===== src/rtl/mem_lsu_pkg.sv =====
// Shared constants for the load/store unit: func3 codes, byte-enable
// bases and FSM state encoding.
`ifndef CORE_XLEN
`define CORE_XLEN 32
`endif

package mem_lsu_pkg;

   localparam int DATA_W = `CORE_XLEN;

   localparam logic [2:0] F3_B  = 3'b000;
   localparam logic [2:0] F3_H  = 3'b001;
   localparam logic [2:0] F3_W  = 3'b010;
   localparam logic [2:0] F3_BU = 3'b100;
   localparam logic [2:0] F3_HU = 3'b101;

   localparam logic [3:0] BE_BYTE = 4'b0001;
   localparam logic [3:0] BE_HALF = 4'b0011;
   localparam logic [3:0] BE_WORD = 4'b1111;

   typedef enum logic [1:0] {
      IDLE,
      REQ,
      WAIT_R,
      DONE
   } lsu_state_e;

endpackage


===== src/rtl/lsu_align.sv =====
// Combinational legality check, store lane steering and load
// extraction/extension.
module lsu_align
   import mem_lsu_pkg::*;
(
   input  logic              is_store,
   input  logic [2:0]        func3,
   input  logic [1:0]        off,
   input  logic [DATA_W-1:0] wdata,
   input  logic [2:0]        ld_func3,
   input  logic [1:0]        ld_off,
   input  logic [DATA_W-1:0] rdata,
   output logic              ok,
   output logic [3:0]        be,
   output logic [DATA_W-1:0] wdata_out,
   output logic [DATA_W-1:0] ld_ext
);

   logic        legal;
   logic        mis;
   logic [7:0]  b;
   logic [15:0] h;

   always_comb begin
      legal     = 1'b0;
      mis       = 1'b0;
      be        = BE_WORD;
      wdata_out = '0;
      case (func3)
         F3_B:  legal = 1'b1;
         F3_H:  begin legal = 1'b1; mis = off[0]; end
         F3_W:  begin legal = 1'b1; mis = |off;   end
         F3_BU: legal = ~is_store;
         F3_HU: begin legal = ~is_store; mis = off[0]; end
         default: legal = 1'b0;
      endcase
      if (is_store) begin
         case (func3)
            F3_B: begin
               be        = BE_BYTE << off;
               wdata_out = {4{wdata[7:0]}};
            end
            F3_H: begin
               be        = BE_HALF << off;
               wdata_out = {2{wdata[15:0]}};
            end
            default: wdata_out = wdata;
         endcase
      end
      ok = legal & ~mis;
   end

   assign b = rdata[{ld_off, 3'b000} +: 8];
   assign h = rdata[{ld_off[1], 4'b0000} +: 16];

   always_comb begin
      ld_ext = rdata;
      case (ld_func3)
         F3_B:    ld_ext = {{24{b[7]}}, b};
         F3_H:    ld_ext = {{16{h[15]}}, h};
         F3_BU:   ld_ext = {24'd0, b};
         F3_HU:   ld_ext = {16'd0, h};
         default: ld_ext = rdata;
      endcase
   end

endmodule


===== src/rtl/mem_lsu.sv =====
// Load/store unit: bus FSM, timeout counter and registered bus/load
// outputs; stalls the core until the access retires.
module mem_lsu #(
   parameter int DATA_W      = mem_lsu_pkg::DATA_W,
   parameter int TIMEOUT_CYC = 255
) (
   input  logic              clk,
   input  logic              rst_n,
   input  logic              mem_en,
   input  logic              is_store,
   input  logic [2:0]        func3,
   input  logic [DATA_W-1:0] addr_in,
   input  logic [DATA_W-1:0] wdata_in,
   output logic              lsu_stall,
   output logic [DATA_W-1:0] ld_data,
   output logic              ld_valid,
   output logic              lsu_err,
   output logic              dbus_req,
   output logic              dbus_we,
   output logic [DATA_W-1:0] dbus_addr,
   output logic [DATA_W-1:0] dbus_wdata,
   output logic [3:0]        dbus_be,
   input  logic              dbus_gnt,
   input  logic              dbus_rvalid,
   input  logic [DATA_W-1:0] dbus_rdata
);

   import mem_lsu_pkg::*;

   localparam int CW = $clog2(TIMEOUT_CYC + 1);

   lsu_state_e        state;
   logic [2:0]        r_func3;
   logic [1:0]        r_off;
   logic [CW-1:0]     cnt;
   logic [CW-1:0]     cnt_nxt;
   logic              tmo;
   logic              ok;
   logic [3:0]        be;
   logic [DATA_W-1:0] wd;
   logic [DATA_W-1:0] ext;

   lsu_align u_align (
      .is_store  (is_store),
      .func3     (func3),
      .off       (addr_in[1:0]),
      .wdata     (wdata_in),
      .ld_func3  (r_func3),
      .ld_off    (r_off),
      .rdata     (dbus_rdata),
      .ok        (ok),
      .be        (be),
      .wdata_out (wd),
      .ld_ext    (ext)
   );

   assign cnt_nxt = cnt + 1'b1;
   assign tmo     = (cnt_nxt == CW'(TIMEOUT_CYC));

   assign lsu_stall = (state == IDLE && mem_en && ok)
                    || state == REQ || state == WAIT_R;

   // A completing handshake wins over a timeout in the same cycle.
   always_ff @(posedge clk or negedge rst_n) begin
      if (!rst_n) begin
         state      <= IDLE;
         cnt        <= '0;
         r_func3    <= '0;
         r_off      <= '0;
         ld_data    <= '0;
         ld_valid   <= 1'b0;
         lsu_err    <= 1'b0;
         dbus_req   <= 1'b0;
         dbus_we    <= 1'b0;
         dbus_addr  <= '0;
         dbus_wdata <= '0;
         dbus_be    <= '0;
      end else begin
         ld_valid <= 1'b0;
         lsu_err  <= 1'b0;
         case (state)
            IDLE: begin
               cnt <= '0;
               if (mem_en && ok) begin
                  r_func3    <= func3;
                  r_off      <= addr_in[1:0];
                  dbus_we    <= is_store;
                  dbus_addr  <= {addr_in[DATA_W-1:2], 2'b00};
                  dbus_wdata <= wd;
                  dbus_be    <= be;
                  dbus_req   <= 1'b1;
                  state      <= REQ;
               end else if (mem_en) begin
                  lsu_err <= 1'b1;
               end
            end
            REQ: begin
               if (dbus_gnt) begin
                  dbus_req <= 1'b0;
                  cnt      <= dbus_we ? '0 : cnt_nxt;
                  state    <= dbus_we ? DONE : WAIT_R;
               end else if (tmo) begin
                  dbus_req <= 1'b0;
                  lsu_err  <= 1'b1;
                  cnt      <= '0;
                  state    <= IDLE;
               end else begin
                  cnt <= cnt_nxt;
               end
            end
            WAIT_R: begin
               if (dbus_rvalid) begin
                  ld_data  <= ext;
                  ld_valid <= 1'b1;
                  cnt      <= '0;
                  state    <= DONE;
               end else if (tmo) begin
                  lsu_err <= 1'b1;
                  cnt     <= '0;
                  state   <= IDLE;
               end else begin
                  cnt <= cnt_nxt;
               end
            end
            default: begin
               cnt   <= '0;
               state <= IDLE;
            end
         endcase
      end
   end

endmodule


===== config.mk =====
export PLATFORM = sky130hd
export DESIGN_NAME = mem_lsu
export DESIGN_NICKNAME = d
export VERILOG_FILES = /design/src/rtl/mem_lsu_pkg.sv /design/src/rtl/lsu_align.sv /design/src/rtl/mem_lsu.sv
export SDC_FILE = /design/constraint.sdc
export NUM_CORES = 1
export LEC_CHECK = 0
export ABC_AREA = 1
export CORE_MARGIN = 3
export CORE_UTILIZATION = 48
export DETAILED_ROUTE_END_ITERATION = 12
export PLACE_DENSITY = 0.86
export SYNTH_ARGS = -nofsm -noshare
export SYNTH_HDL_FRONTEND = slang
export SYNTH_SLANG_ARGS = --single-unit

===== constraint.sdc =====
create_clock -name clk -period 5.9 [get_ports clk]
set_clock_uncertainty 0.2 [all_clocks]
set_input_delay 1.18 -clock clk [delete_from_list [all_inputs] [get_ports clk]]
set_output_delay 1.18 -clock clk [all_outputs]
set_load 0.1 [all_outputs]

==> summary.md <==
| Metric | Value |
|---|---|
| Count leader, synth | `nand2_1` |
| Setup TNS | `0 ns` |
| Reg2reg path depth | `7` |
| Data arrival, critical path | `approximately 2.7 ns` |
| Top cells by area, synth | `dfrtp_1, nand2_1, o21ai_0` |
| Clock buffer depth | `2` |
| Fin nets | `1017` |
| Die Ht | `115 um` |
| Initial drt markers | `416` |
| Asr flop ratio synth | `100%` |
| Wire per inst | `between 15 and 20 um` |
| Fmax | `243 MHz` |
| Share of cells above drive strength 1 | `a little under 7%` |
| RSZ-0062 raised after global routing | `false` |
| Number of global-route vias before repair | `between 5000 and 6000` |
| Distinct cells, synth | `36` |
| Ant diodes | `0` |
| WP buf/inv | `3` |
| Number of core rows | `39` |
| Crit Path Max Fanout | `10` |
| All-Layer GR Usage | `between 20% and 30%` |
| GR Overflow Total | `0` |
| Clock Latency Late Sink | `approximately 0.41 ns` |
| Routed Antenna Nets | `0` |
| TritonRoute pass-1 iters | `6` |
| Largest net degree at the start of global routing | `77` |
| Via Count | `between 5000 and 6000` |
| Tcrit/Tclk final | `between 60 and 70%` |
| Startpoint Class | `input port` |
| Final Hold Vio Count | `0` |
| Primary FF master, synth | `dfrtp_1` |
| Routed wire length | `approximately 17 mm` |
| Initial antenna violation count | `0` |
| Seq cells post-synth | `approximately 120` |
| Slowest stage delay, CP | `0.67 ns` |
| Starting density of the core | `approximately half` |
| PortBufs | `between 200 and 250` |
| Reg-to-Reg End | `ld_data[24]` |
| Cell at the slowest stage of the critical path | `clkdlybuf4s50_1` |
| CP cell instances | `clkdlybuf4s50_1, clkinv_4, nand2_1, o21ai_2, nand3_4, nand3_1, buf_4` |
| WS Path Type | `in -> out` |
| # H-tree levels | `4` |
| Final Max Tran Viols | `0` |
| Setup ws final | `~1.8 ns` |
| Post-CTS sizing | `0` |
| Crit path capture type | `primary output` |
| Worst slack, placed | `approximately 1.8 ns` |
| Fin Hold WS | `between 0.2 and 0.3 ns` |
| Layout Cell Area excl Fill | `8460 um2` |
| Inserted Clock Buffers | `17` |
| Die area | `13100 um2` |
| Avg Cell Area, Syn | `between 8 and 9 um2` |
| Syn-to-layout area delta | `49.2%` |
| Clock sinks | `117` |
| CTS clk-pin slew, worst paths | `approximately 0.06 ns` |
| Io pins | `210` |
| Reg2reg start | `state[0]` |
| Root buffer cell | `clkbuf_16` |
| Most frequent cells after synthesis | `nand2_1, dfrtp_1, nor2_1` |
| Top delay family on crit path | `buffers and inverters` |
| Cells after synthesis | `708` |
| Hold path start | `dbus_addr[7]` |
| R2R setup slack | `approximately 2.9 ns` |
| Min-Delay Path Depth | `2` |
| Global-route wire length before repair | `approximately 27 mm` |
| Die width | `between 100 and 150 um` |
| Final setup violation count | `0` |
| Number of remaining DRC errors | `0` |
| Slew margin rel. | `between 20% and 30%` |
| Area leader, netlist | `dfrtp_1` |
| Post-CTS Setup Inserts | `0` |
| Core ar. | `approximately 11000 um2` |
| Mapped cell area | `5670 um2` |
| Yosys Warn Count | `0` |
| Area after DPL | `between 7000 and 8000 um2` |
| Number of synthesized flops with an enable pin | `0` |
| Hpwl dp | `~11 mm` |
| Min-Delay Endpoint | `dbus_addr[7]` |
| TritonCTS clock tree | `done` |
| Post-synthesis sequential area ratio | `between 50% and 60%` |
| Hold Path Class | `reg -> reg` |
| Data required, critical path | `4.52 ns` |
| Synth top area share | `between 50 and 60%` |
| Detailed-route vias per instance | `5.19` |
| RD Place Congestion | `~0.88` |
| Max Cap Violations | `0` |
| CTS Hold Buffers Added | `0` |
| Clock period minus worst slack | `around 4.1 ns` |
| Worst Tran Pin Value | `roughly 1.1 ns` |
| Status | `finished clean` |
[kinds of logic after synthesis]
group / share of synthesized area, %
AO/OA/AOI/OAI: 15.6
adder cells (fa/ha/maj): 1.32
buffers and inverters: 7.44
flip-flops: 51.7
other: 0.0662
AND/OR/NAND/NOR: 23.9
[worst reg2reg max path: stages, from the launching register on]
cell and delay [ns]:
dfrtp_1 0.42, inv_1 0.11, ha_1 0.17, nand2_1 0.50, inv_1 1.05, o21ai_0 0.22
o22ai_1 0.19, inv_1 0.07
[worst max-delay path by stage]
| stage | cells past startpoint | startpoint | to |
|---|---|---|---|
| 2_1_floorplan | 8 | func3[0] | lsu_stall |
| 3_3_place_gp | 7 | func3[0] | lsu_stall |
| 3_5_place_dp | 8 | func3[0] | dbus_be[1] |
| 4_1_cts | 7 | func3[0] | lsu_stall |
| 5_1_grt | 7 | func3[0] | lsu_stall |
| 6_report | 7 | func3[0] | lsu_stall |
[cell usage in the layout (no fill, tap or decap), types with 3 or more instances in the layout]
cell | netlist | layout
o22ai_1 | 16 | 16
dfrtp_1 | 117 | 117
a21oi_1 | 35 | 35
o21ai_1 | 8 | 8
nor2_1 | 80 | 80
ha_1 | 6 | 6
bufinv_16 | 0 | 6
o21ai_0 | 65 | 65
a22o_1 | 5 | 5
clkbuf_16 | 0 | 17
inv_2 | 3 | 3
o21ai_2 | 3 | 3
clkdlybuf4s50_1 | 0 | 205
clkinv_4 | 1 | 6
buf_4 | 2 | 4
a2bb2oi_1 | 5 | 5
o31ai_2 | 8 | 8
nand3_1 | 10 | 10
inv_1 | 62 | 62
nand2_1 | 232 | 232
nand2_2 | 3 | 3
nand4_1 | 3 | 3
[final cells by class]
| cell class | count | area (um2) |
|---|---|---|
| Clock buffer | 18 | 439 |
| Clock inverter | 14 | 249 |
| Fill cell | 835 | 3010 |
| Inverter | 67 | 259 |
| Multi-Input combinational cell | 494 | 2320 |
| Sequential cell | 117 | 2930 |
| Tap cell | 143 | 179 |
| Timing Repair Buffer | 209 | 2080 |
[stage by stage]
stage,util [%],cells
final,73.7,1062
after global placement,67.7,1030
after global routing,73.7,1062
after detailed placement,67.7,1030
after CTS,73.7,1062
after floorplan,-,709
[state kept, by name, indices dropped and copies added (netlist names)]
signal,flops
state,2
r_func3,3
ld_data,32
ld_valid,1
dbus_req,1
lsu_err,1
dbus_be,4
cnt,8
dbus_addr,30
r_off,2
dbus_wdata,32
dbus_we,1
[layer usage]
layer	vias up	track usage [%]	share of wire, %
met1	2545	33.0	41
met5	-	0	0
li1	2669	-	-
met2	258	40.6	47
met3	35	9.36	9.4
met4	0	8.47	2.7
Power is left out: the tool's default activity adds up to more than one toggle a clock period on the data nets, which glitch-free logic cannot reach.
==> RTL change 1: new RTL, same flow settings <==
Make the reset (`rst_n`) synchronous in one clocked block.
--- a/src/rtl/mem_lsu.sv
+++ b/src/rtl/mem_lsu.sv
@@ -61,7 +61,7 @@
                     || state == REQ || state == WAIT_R;
 
    // A completing handshake wins over a timeout in the same cycle.
-   always_ff @(posedge clk or negedge rst_n) begin
+   always_ff @(posedge clk) begin
       if (!rst_n) begin
          state      <= IDLE;
          cnt        <= '0;
Formal check against the unedited RTL: differs if rst_n is asserted again (counterexample within 4 cycles, from zero or initial values and one cycle with rst_n low); with rst_n held inactive, the same outputs for 4 cycles.
==> RTL change 1 against the original RTL <==
Sequential cell count stayed put; synthesized area is 7.0% lower; maximum frequency is 4.7% higher; wire length is 3.5% higher; setup slack better by 190 ps; final area is 6.8% lower; largest cell class is now multi-input gates; highest routed layer unchanged.
==> RTL change 1: results (changes against the original RTL) <==
Yosys
  • Top cells by count, synth: nand2_1, dfxtp_1, nor2_1
  • Synth top area cells: dfxtp_1, nand2_1, nor2_1
  • Asr flop ratio synth: 0% (-100 points)
  • Adder-cell share of the synthesized area: 1.42% (+0.10 points)
  • Mux cell area share after synthesis: 0% (unchanged)
  • Synth cell types: 34 (-5.6%)
  • Top_reg_cell synth: dfxtp_1
  • Largest family of logic cells by synthesized area: compound AO/OA/AOI/OAI gates
  • Register area share after synthesis: 44.4% (-7.2 points)
  • Synth Area in Compound Gates: 22.9% (+7.3 points)

Clock tree
  • Clock-pin slew on the worst setup and hold paths: 60 ps (about the same)
  • Clk Latency, worst-skew pair: 500 ps (+90 ps)
  • Max clock buf depth: 2 (unchanged)
  • Clock Tree Root: clkbuf_8

Cells and area
  • Signal buf overhead: 26.7% (+2.1 points)
  • Register area: 0.00234 mm2 (-20%)
  • Signal buffers: 211 (+0.96%)
  • CLK BUF: 20 (+2)
  • Multi-input combinational gate total: 508 (+2.8%)
  • Fraction of area in multi-input gates: 31.4% (+4.0 points)
  • ClkCell Share: 6.89% (-1.2 points)
  • Fillers: 815 (-2.4%)
  • Layout cells sized above 1: 6.32% (-0.42 points)
  • Invs w/o clock: 65 (-3.0%)
  • Final nets: 1031 (+1.4%)

Route
  • Iteration-0 DRC Markers: 354 (-15%)
  • First-pass DRT Iterations: 5 (-1)
  • DR WL/cell: 16.0 um (+2.8%)
  • Vias per cell: 5.43 (+4.7%)
  • M1 wire length: 6.86 mm (+2.2%)
  • WL met2: 7.68 mm (-1.9%)
  • Met3 WL: 2.09 mm (+34%)

GRT
  • Grt met2 use: 44.0% (+3.4 points)
  • Gr usage total: 28.0% (+2.3 points)
  • Met3 usage: 11.4% (+2.1 points)
  • Vias in the first global route: 5676 (+6.2%)
  • GRT met1 Usage: 34.2% (+1.2 points)
  • Largest net degree at the start of global routing: 74 (-3.9%)
  • First-pass GRT wire length: 28.1 mm (+5.4%)

Floorplan
  • Core Rows: 37 (-5.1%)

Worst hold path
  • Min-Delay Startpoint: dbus_wdata[25]$_SDFFE_PN0P_
  • Hold endpoint: dbus_wdata[25]$_SDFFE_PN0P_

Worst setup path
  • Reg2Reg Setup Slack: 3220 ps (+370 ps)
  • CP max stage delay: 520 ps (-150 ps)
  • Peak fanout along the critical path: 4 (-6)
  • CP arrival: 2550 ps (-190 ps)
  • FF-to-FF path depth: 11 (+4)
  • Reg2reg end: dbus_wdata[12]$_SDFFE_PN0P_
  • Worst setup endpoint: lsu_stall
  • Worst r2r src: state[0]$_SDFFE_PN0P_

Place
  • Routability cong.: 0.890 (+1.2%)
  • DP Worst Slack: 1960 ps (+187 ps)
  • Dpl hpwl: 11.8 mm (+2.5%)

Power
  • Cell internal pwr: 1.60 mW
  • Max VDD drop: between 0.0002 and 0.0003 V
  • Combinational group power: 0.704 mW

Status
  • Outcome: finished, final reports clean

Timing
  • Minimum clock period: 3930 ps (-187 ps)
  • Worst Tran Pin Value: 1090 ps (-14.7 ps)
## RTL change 1: cell count changes in the layout (fill, tap and decap cells not counted), sizes merged, moves of 8 or more
cell	delta
a221oi	+8
dfxtp	+117
o22ai	-15
o21ai	+13
o221ai	+23
dfrtp	-117
a21oi	+36
o31ai	-8
nor2	+22
nand2	-74
## RTL change 1: stage by stage
| step | total power [mW] | utilization [%] | hold WS [ps] | instances | area [um2] |
|---|---|---|---|---|---|
| after global placement | 1.57 | 69.8 | 253 | 1037 | 7340 |
| after detailed placement | 1.58 | 69.8 | 257 | 1037 | 7340 |
| after floorplan | 1.37 | - | 252 | 737 | 5270 |
| after CTS | 2.52 | 75.0 | 268 | 1069 | 7880 |
| after global routing | 2.60 | 75.0 | 282 | 1069 | 7880 |
| final | 2.51 | 75.0 | 269 | 1069 | 7880 |
==> RTL change 2: new RTL, same settings <==
Made on the original files. Change the parameter `TIMEOUT_CYC` from 255 to 510.
--- a/src/rtl/mem_lsu.sv
+++ b/src/rtl/mem_lsu.sv
@@ -2,7 +2,7 @@
 // outputs; stalls the core until the access retires.
 module mem_lsu #(
    parameter int DATA_W      = mem_lsu_pkg::DATA_W,
-   parameter int TIMEOUT_CYC = 255
+   parameter int TIMEOUT_CYC = 510
 ) (
    input  logic              clk,
    input  logic              rst_n,
Function: no difference found for any inputs over 4 cycles, from zero or initial values and one cycle with rst_n low; that may be too few to reach the edited logic, so the function may still have changed.
==> RTL change 2 against the original RTL <==
Register-to-register slack better by 330 ps; wire length up 2.8%; sequential cell count up 1; core utilization down 0.82 points; cell count down 0.28%; worst hold slack worse by 8.7 ps; maximum frequency down 0.61%; final area down 0.70%; non-clock buffer count up 3; setup slack worse by 25 ps; synthesized area up 0.35%.
Power is left out: the tool's default activity adds up to more than one toggle a clock period on the data nets, which glitch-free logic cannot reach.
==> RTL change 2: results (changes against the original RTL) <==
Place
  • Dpl hpwl: 11.8 mm (+3.1%)
  • DP Area: 0.00777 mm2 (about the same)
  • Routability cong.: 0.870 (-1.1%)
  • I/O Buffers: 207 (unchanged)

Clock tree
  • Clk Latency, worst-skew pair: 420 ps
  • Setup Buffers After CTS: 0 (unchanged)
  • H-tree levels: 4 (unchanged)
  • Clock-pin slew on the worst setup and hold paths: roughly 50 ps
  • CTS buffer count: 17 (unchanged)
  • Max clock buf depth: 2 (unchanged)
  • Clock Tree Root: clkbuf_16
  • CTS resizes: 0 (unchanged)

Worst hold path
  • Min-Delay Startpoint: dbus_addr[18]$_DFFE_PN0P_
  • Hold Path Class: flop to flop

Worst setup path
  • Worst setup startpoint: addr_in[0]
  • Crit path max-delay cell type: clkdlybuf4s50_1
  • Peak fanout along the critical path: 6 (-4)
  • Delay-heaviest family, CP: buffers and inverters
  • CP arrival: 2760 ps (+20 ps)
  • CP max stage delay: 500 ps (-170 ps)
  • Worst r2r src: r_func3[1]$_DFFE_PN0P_

Yosys
  • Synth Area in Compound Gates: 17.8% (+2.2 points)
  • Adder-cell share of the synthesized area: 1.32% (-0.0047 points)
  • Mux cell area share after synthesis: 0% (unchanged)
  • Register area share after synthesis: 51.9% (+0.26 points)
  • Top cells by count, synth: nand2_1, dfrtp_1, o21ai_0
  • Yosys warning total: 0 (unchanged)
  • Synth top area cells: dfrtp_1, nand2_1, o21ai_0
  • Synth cell types: 36 (unchanged)
  • Synth Area in XOR/XNOR: 0% (unchanged)
  • Asr flop ratio synth: 100% (unchanged)

Cells and area
  • Final nets: 1014 (-0.29%)
  • Layout cells sized above 1: 5.24% (-1.5 points)
  • Registers with the most flip-flops: dbus_wdata x32, ld_data x32, dbus_addr x30
  • Diodes inserted: 0 (unchanged)

GRT
  • First-pass GRT wire length: 27.0 mm (+1.4%)
  • Vias in the first global route: 5458 (+2.2%)
  • Largest net degree at the start of global routing: 65 (-16%)
  • Initial antenna violation count: 1 (+1)
  • Gr usage total: 26.3% (+0.55 points)

Route
  • Vias per cell: 5.30 (+2.1%)
  • First-pass DRT Iterations: 6 (unchanged)
  • WL met2: 8.06 mm (+3.0%)
  • Top sig layer: met5
  • Met3 WL: 1.59 mm (+2.4%)
  • Post-Route WL: 17.0 mm (+2.8%)
  • M1 wire length: 6.78 mm (+0.97%)
  • Iteration-0 DRC Markers: 445 (+7.0%)

Status
  • Outcome: finished, final reports clean

Timing
  • Worst Tran Pin Value: 1050 ps (-49.1 ps)
## RTL change 2: cells by family (layout without fill, tap and decap cells)
| logic type | Yosys count | count (layout) |
|---|---|---|
| flip-flops | 118 | 118 |
| AO/OA/AOI/OAI | 176 | 176 |
| buffers and inverters | 102 | 312 |
| AND/OR/NAND/NOR | 302 | 302 |
| adder cells (fa/ha/maj) | 6 | 6 |
| other | 1 | 2 |
## RTL change 2: per-stage QoR
step                      cells  setup WS [ps]
after floorplan             706           1670
after global routing       1059           1660
after detailed placement   1027           1760
final                      1059           1760
after CTS                  1059           1760
after global placement     1027           1790
## RTL change 2: worst paths after layout
check / to / slack [ps] / cells past startpoint
min: dbus_addr[18]$_DFFE_PN0P_ / 270 / 2
max reg2reg: ld_data[5]$_DFFE_PN0P_ / 3180 / 5
min in group asynchronous: dbus_wdata[19]$_DFFE_PN0P_ / 640 / 1
max in group asynchronous: ld_data[30]$_DFFE_PN0P_ / 3630 / 2
max: lsu_stall / 1760 / 8
min reg2reg: dbus_addr[18]$_DFFE_PN0P_ / 270 / 2
## RTL change 2: per-layer routing
metal  GRT usage, %  vias up
met5              0        -
met3           10.5       52
li1               -     2677
met4           11.6        2
met1           31.8     2613
met2           41.6      265
## RTL change 2: final cells by class
type | count | area [um2]
Fill cell | 889 | 3120
Sequential cell | 118 | 2950
Multi-Input combinational cell | 486 | 2280
Timing Repair Buffer | 212 | 2100
Clock buffer | 24 | 482
Inverter | 68 | 255
Tap cell | 143 | 179
Clock inverter | 8 | 145
## RTL change 2: worst reg2reg max path, cell delays in order (launching register included)
cell      delay [ps]
dfrtp_1          970
clkinv_1         560
o21ai_1          490
nor2_1           140
o21ai_0          190
nand2_1           70
